[config.mk]
export PLATFORM = sky130hd
export DESIGN_NAME = keypad_seq_player
export DESIGN_NICKNAME = d
export VERILOG_FILES = /design/src/rtl/keypad_pkg.sv /design/src/rtl/keypad_phase_timer.sv /design/src/rtl/keypad_seq_player.sv
export SDC_FILE = /design/constraint.sdc
export NUM_CORES = 1
export LEC_CHECK = 0
export CAP_MARGIN = 0
export CORE_UTILIZATION = 53
export CTS_CLUSTER_DIAMETER = 60
export CTS_CLUSTER_SIZE = 12
export DETAILED_ROUTE_END_ITERATION = 6
export MAX_ROUTING_LAYER = met4
export PLACE_DENSITY = 0.76
export SLEW_MARGIN = 20
export SYNTH_ARGS = -nofsm -noshare
export SYNTH_HDL_FRONTEND = slang
export SYNTH_SLANG_ARGS = --single-unit
[constraint.sdc]
create_clock -name CLK -period 2.37 [get_ports CLK]
set_clock_uncertainty 0.15 [all_clocks]
set_input_delay 0.3555 -clock CLK [delete_from_list [all_inputs] [get_ports CLK]]
set_output_delay 0.3555 -clock CLK [all_outputs]
set_load 0.1 [all_outputs]
[src/rtl/keypad_pkg.sv]
// Shared keypad types: symbol encoding, player states and small helpers
// used by the sequence player and by the lock bench.
package keypad_pkg;

    typedef enum logic [1:0] {
        SYM_A     = 2'b00,
        SYM_B     = 2'b01,
        SYM_C     = 2'b10,
        SYM_PAUSE = 2'b11
    } sym_t;

    typedef enum logic [2:0] {
        ST_IDLE   = 3'd0,
        ST_PRESS  = 3'd1,
        ST_GAP    = 3'd2,
        ST_CHECK  = 3'd3,
        ST_FINISH = 3'd4
    } player_state_t;

    // One-hot button vector {C,B,A}; a pause drives nothing.
    function automatic logic [2:0] sym_to_btn(input sym_t s);
        logic [2:0] btn;
        case (s)
            SYM_A:   btn = 3'b001;
            SYM_B:   btn = 3'b010;
            SYM_C:   btn = 3'b100;
            default: btn = 3'b000;
        endcase
        return btn;
    endfunction

    function automatic logic [3:0] clamp_len(input logic [3:0] len, input logic [3:0] max_len);
        logic [3:0] res;
        if (len > max_len) begin
            res = max_len;
        end else begin
            res = len;
        end
        return res;
    endfunction

    function automatic int max3(input int a, input int b, input int c);
        int m;
        m = (a > b) ? a : b;
        m = (m > c) ? m : c;
        return m;
    endfunction

endpackage

[src/rtl/keypad_phase_timer.sv]
// Down-counter shared by the PRESS, GAP and CHECK phases: load a value,
// count to zero and hold there.
module keypad_phase_timer
    import keypad_pkg::*;
#(
    parameter int W = 5
) (
    input  logic         CLK,
    input  logic         RST,
    input  logic         load,
    input  logic [W-1:0] load_val,
    output logic         zero
);

    logic [W-1:0] cnt_q;
    logic [W-1:0] cnt_d;

    // Next count: load wins, otherwise decrement and saturate at zero.
    always_comb begin
        cnt_d = cnt_q;
        if (load) begin
            cnt_d = load_val;
        end else if (cnt_q != '0) begin
            cnt_d = cnt_q - W'(1);
        end else begin
            cnt_d = cnt_q;
        end
    end

    // Count register.
    always_ff @(posedge CLK) begin
        if (RST) begin
            cnt_q <= '0;
        end else begin
            cnt_q <= cnt_d;
        end
    end

    assign zero = (cnt_q == '0);

endmodule

[src/rtl/keypad_seq_player.sv]
// Plays a latched keypad code as press/release pulses on A/B/C, then waits
// for the lock LED and reports the outcome with a one-cycle DONE.
module keypad_seq_player
    import keypad_pkg::*;
#(
    parameter int MAX_LEN      = 8,
    parameter int PRESS_CYCLES = 2,
    parameter int GAP_CYCLES   = 3,
    parameter int TIMEOUT      = 16
) (
    input  logic                   CLK,
    input  logic                   RST,
    input  logic                   START,
    input  logic [2*MAX_LEN-1:0]   CODE,
    input  logic [3:0]             LEN,
    input  logic                   LED_IN,
    output logic                   A_OUT,
    output logic                   B_OUT,
    output logic                   C_OUT,
    output logic                   BUSY,
    output logic                   DONE,
    output logic                   PASS
);

    localparam int LW = $clog2(MAX_LEN + 1);
    localparam int TW = $clog2(max3(PRESS_CYCLES, GAP_CYCLES, TIMEOUT) + 1);
    localparam logic [TW-1:0] PRESS_LOAD = TW'(PRESS_CYCLES - 1);
    localparam logic [TW-1:0] GAP_LOAD   = TW'(GAP_CYCLES - 1);
    localparam logic [TW-1:0] CHECK_LOAD = TW'(TIMEOUT - 1);

    player_state_t        state_q, state_d;
    logic [2*MAX_LEN-1:0] code_q, code_d;
    logic [LW-1:0]        len_q, len_d;
    logic [LW-1:0]        idx_q, idx_d;
    logic [2:0]           btn_q, btn_d;
    logic                 busy_q, busy_d;
    logic                 done_q, done_d;
    logic                 pass_q, pass_d;
    logic                 tmr_load_s;
    logic [TW-1:0]        tmr_val_s;
    logic                 tmr_zero_s;
    logic [3:0]           len_clamped_s;

    assign len_clamped_s = clamp_len(LEN, 4'(MAX_LEN));

    keypad_phase_timer #(.W(TW)) u_timer (
        .CLK      (CLK),
        .RST      (RST),
        .load     (tmr_load_s),
        .load_val (tmr_val_s),
        .zero     (tmr_zero_s)
    );

    // Sequencing: next state, next outputs and timer reloads. The current
    // symbol is always code_q[1:0]; the register shifts as each press ends.
    always_comb begin
        state_d    = state_q;
        code_d     = code_q;
        len_d      = len_q;
        idx_d      = idx_q;
        btn_d      = btn_q;
        busy_d     = busy_q;
        done_d     = 1'b0;
        pass_d     = pass_q;
        tmr_load_s = 1'b0;
        tmr_val_s  = '0;
        case (state_q)
            ST_IDLE: begin
                btn_d  = 3'b000;
                busy_d = 1'b0;
                if (START) begin
                    code_d = CODE;
                    len_d  = LW'(len_clamped_s);
                    idx_d  = '0;
                    pass_d = 1'b0;
                    busy_d = 1'b1;
                    if (len_clamped_s == 4'd0) begin
                        state_d = ST_FINISH;
                        done_d  = 1'b1;
                    end else begin
                        state_d    = ST_PRESS;
                        btn_d      = sym_to_btn(sym_t'(CODE[1:0]));
                        tmr_load_s = 1'b1;
                        tmr_val_s  = PRESS_LOAD;
                    end
                end else begin
                    state_d = ST_IDLE;
                end
            end
            ST_PRESS: begin
                if (tmr_zero_s) begin
                    state_d    = ST_GAP;
                    btn_d      = 3'b000;
                    code_d     = {2'b00, code_q[2*MAX_LEN-1:2]};
                    tmr_load_s = 1'b1;
                    tmr_val_s  = GAP_LOAD;
                end else begin
                    state_d = ST_PRESS;
                end
            end
            ST_GAP: begin
                btn_d = 3'b000;
                if (tmr_zero_s) begin
                    idx_d      = idx_q + LW'(1);
                    tmr_load_s = 1'b1;
                    if ((idx_q + LW'(1)) == len_q) begin
                        state_d   = ST_CHECK;
                        tmr_val_s = CHECK_LOAD;
                    end else begin
                        state_d   = ST_PRESS;
                        btn_d     = sym_to_btn(sym_t'(code_q[1:0]));
                        tmr_val_s = PRESS_LOAD;
                    end
                end else begin
                    state_d = ST_GAP;
                end
            end
            ST_CHECK: begin
                if (LED_IN) begin
                    pass_d  = 1'b1;
                    done_d  = 1'b1;
                    state_d = ST_FINISH;
                end else if (tmr_zero_s) begin
                    done_d  = 1'b1;
                    state_d = ST_FINISH;
                end else begin
                    state_d = ST_CHECK;
                end
            end
            ST_FINISH: begin
                busy_d  = 1'b0;
                state_d = ST_IDLE;
            end
            default: begin
                btn_d   = 3'b000;
                busy_d  = 1'b0;
                state_d = ST_IDLE;
            end
        endcase
    end

    // State and registered outputs; reset aborts any run in progress.
    always_ff @(posedge CLK) begin
        if (RST) begin
            state_q <= ST_IDLE;
            code_q  <= '0;
            len_q   <= '0;
            idx_q   <= '0;
            btn_q   <= 3'b000;
            busy_q  <= 1'b0;
            done_q  <= 1'b0;
            pass_q  <= 1'b0;
        end else begin
            state_q <= state_d;
            code_q  <= code_d;
            len_q   <= len_d;
            idx_q   <= idx_d;
            btn_q   <= btn_d;
            busy_q  <= busy_d;
            done_q  <= done_d;
            pass_q  <= pass_d;
        end
    end

    assign A_OUT = btn_q[0];
    assign B_OUT = btn_q[1];
    assign C_OUT = btn_q[2];
    assign BUSY  = busy_q;
    assign DONE  = done_q;
    assign PASS  = pass_q;

endmodule
==> impl_metrics.yaml, run 1 <==
outcome:
  outcome: "finished, final reports clean"
grt:
  use_met1_pct: 26.4
  busiest_layer: "met2"
  grt_overflow: 0
  grt_pass1_wl_mm: 7.22
  met3_usage_pct: 6.39
  grt_use_met2_pct: 40.8
  grt_pass1_vias: 1657
  antenna_found_initial: 0
  grt_max_degree: 29
  grt_use_total_pct: 24.2
placement:
  place_congestion: 0.870
  dpl_cell_area_um2: 2290
  dpl.hpwl_mm: 3.21
  portBuffers: 29
worst_setup_path:
  slowest_delay_ps: 570
  startpoint: "u_timer.cnt_q[0]"
  endpoint_kind: "flip-flop"
  critical-path-top-delay-family: "compound AO/OA/AOI/OAI gates"
  r2r_start: "u_timer.cnt_q[0]"
  path_buf_inv: 1
  setup.worst_path.start_class: "flip-flop"
  worstSetupPathType: "flip-flop to flip-flop"
  path_max_fanout: 14
  critPathSlowestCell: "o21ai_2"
  cp.arrival_ps: 2260
  cp_data_required_time_ps: 2410
  path_cells: "inv_1 > ha_1 > or4b_4 > o21ai_2 > a211oi_1"
clock_tree:
  clk_pin_slew_worst_paths_ps: 120
  h-tree-depth: 2
  cts_tree: "done"
  cts_sinks: 38
  cts_buffers: 5
  cts_buffer_depth: 2
  worst_skew_pair.late_latency_ps: 350
  root_buffer: "clkbuf_4"
  post_cts_buffers: 0
final_layout:
  final_common_cell: "dfxtp_1"
  final_cell_mix: "dfxtp_1, nor2_1, clkdlybuf4s50_1, buf_4, mux2i_1"
  post-route-util_pct: 69.7
  fillers: 291
  synthToLayoutAreaGrowth_pct: 22.8
  nets: 275
  fin_area_um2: 2380
  drive_gt1_share_pct: 16.5
  n_antenna_cell: 0
drt:
  viasPerCell: 5.90
  routed-via-count: 1741
  drt-pass1-iter-count: 4
  drtIter0Drc: 130
  remaining_drc_errors: 0
  wl_mm: 4.53
  postRouteAntennaNets: 0
  avgRoutedWirePerCell_um: 15.4
sta:
  fmax_mhz: 451
  finalMaxSlewViolations: 0
  tns_ps: 0
  rsz0062_at_grt: "false"
  hold_violations: 0
  slew_headroom_pct: 50.4
  fin_crit_sh_pct: 93.5
  worst_slew_pin_slew_ps: 742
  post-route-min-period_ps: 2220
  setup_violations: 0
floorplanning:
  die_w_um: 62.5
  fp.coreArea_um2: 3420
  fp.dieH_um: 62.5
  die-area_um2: 3910
  start_util_pct: 56.8
  std_cell_rows: 21
  io_pins: 30
min_path:
  hp-class: "flip-flop to flip-flop"
  hold_start: "len_q[0]"
synthesis:
  synth.distinct_cells: 42
  synth_area_leader_cell: "dfxtp_1"
  syn_inst: 215
  yosys_register_bits: 38
  async_flop_share_pct: 0
  syn_area_per_cell_um2: 9.03
  syn-num-nets: 242
  yosysTopAreaCellShare_pct: 39.2
  ys_top_cells_by_area: "dfxtp_1, mux2i_1, nor2_1"
  synth_flop_cell: "dfxtp_1"
  ys_seq_area_share_pct: 39.2
  synthesis.area_um2: 1940
  synth_edf_count: 0
  yosysWarnings: 0
flow_run:
  drv_cap: 0
pwr:
  leakagePower_uw: 0.000953
  cellPowerDensity_nw_per_um2: 1100
  irDropWorstVdd_mv: 0.635
==> cells by family after synthesis <==
logic type / Yosys count / share of synthesized area (%)
AND/OR/NAND/NOR: 75 / 20.0
XOR/XNOR: 7 / 3.93
AO/OA/AOI/OAI: 54 / 21.6
multiplexers: 16 / 8.25
adder cells (fa/ha/maj): 3 / 1.93
buffers and inverters: 22 / 5.09
flip-flops: 38 / 39.2
==> path summary, 6_finish.rpt <==
path / endpoint / cells past startpoint / slack (ps)
worst min-delay path: len_q[0] / 2 / 330
worst min register to register: len_q[0] / 2 / 330
worst max-delay path: code_q[12] / 5 / 150
worst max register to register: code_q[12] / 5 / 150
==> sequential cells by signal, summed over array words and instances, names as in the netlist <==
name	count
code_q	16
u_timer.cnt_q	5
idx_q	4
len_q	4
btn_q	3
state_q	3
BUSY	1
DONE	1
PASS	1
==> layout make-up <==
cell class              instances  area, um^2  area share (%)
multi-input cells             156        1100            46.1
flip-flops and latches         38         761            31.9
repair buffers                 41         365            15.3
well taps                      46        57.6            2.42
clock inverters                 3        40.0            1.68
clock buffers                   5        37.5            1.58
inverters                       6        22.5           0.945
==> worst reg2reg max path: stages, from the launching register on <==
cell and delay (ps):
dfxtp_1 340, inv_1 110, ha_1 200, or4b_4 520, o21ai_2 570, a211oi_1 180
==> per-stage QoR <==
step / hold slack [ps] / power, uW / setup WS [ps] / instances
after floorplan: 294 / 1820 / 397 / 215
final: 331 / 2610 / 154 / 295
after detailed placement: 315 / 2110 / 34.3 / 286
after global routing: 368 / 2790 / 35.8 / 295
after CTS: 331 / 2550 / 2.86 / 294
after global placement: 308 / 2060 / 125 / 286
==> metal layers <==
metal / share of wire, % / vias to the layer above
li1: - / 854
met1: 44 / 835
met2: 50 / 47
met3: 4.6 / 5
met4: 1.2 / 0
met5: 0 / -
==> Yosys cell counts (3+ instances only) <==
cell type,count
a2111oi_0,4
a211oi_1,10
a211oi_2,6
a21oi_1,13
a22oi_1,4
a311oi_1,3
buf_2,4
clkbuf_1,10
dfxtp_1,38
ha_1,3
inv_1,6
mux2i_1,16
nand2_1,14
nand3_1,7
nand3b_1,3
nor2_1,28
nor3_1,8
o21a_1,3
o21ai_0,3
xnor2_1,3
xor2_1,3
==> power by group <==
group / internal (uW) / switching [uW]
registers: 795 / 118
clock network: 218 / 220
logic: 523 / 738
==> what timing repair did <==
action	4_1_cts	5_1_grt
hold buffers	0	0
resized for setup	0	4
endpoints found under the setup margin	0	19
No activity file was read; power rests on OpenSTA's default activity.
==> inputs of run 2 (changes only) <==
--- a/config.mk
+++ b/config.mk
@@ -5,7 +5,6 @@
 export SDC_FILE = /design/constraint.sdc
 export NUM_CORES = 1
 export LEC_CHECK = 0
-export CAP_MARGIN = 0
 export CORE_UTILIZATION = 53
 export CTS_CLUSTER_DIAMETER = 60
 export CTS_CLUSTER_SIZE = 12
==> results of run 2 <==
No change in the layout: final DEF, timing and power equal those of run 1.
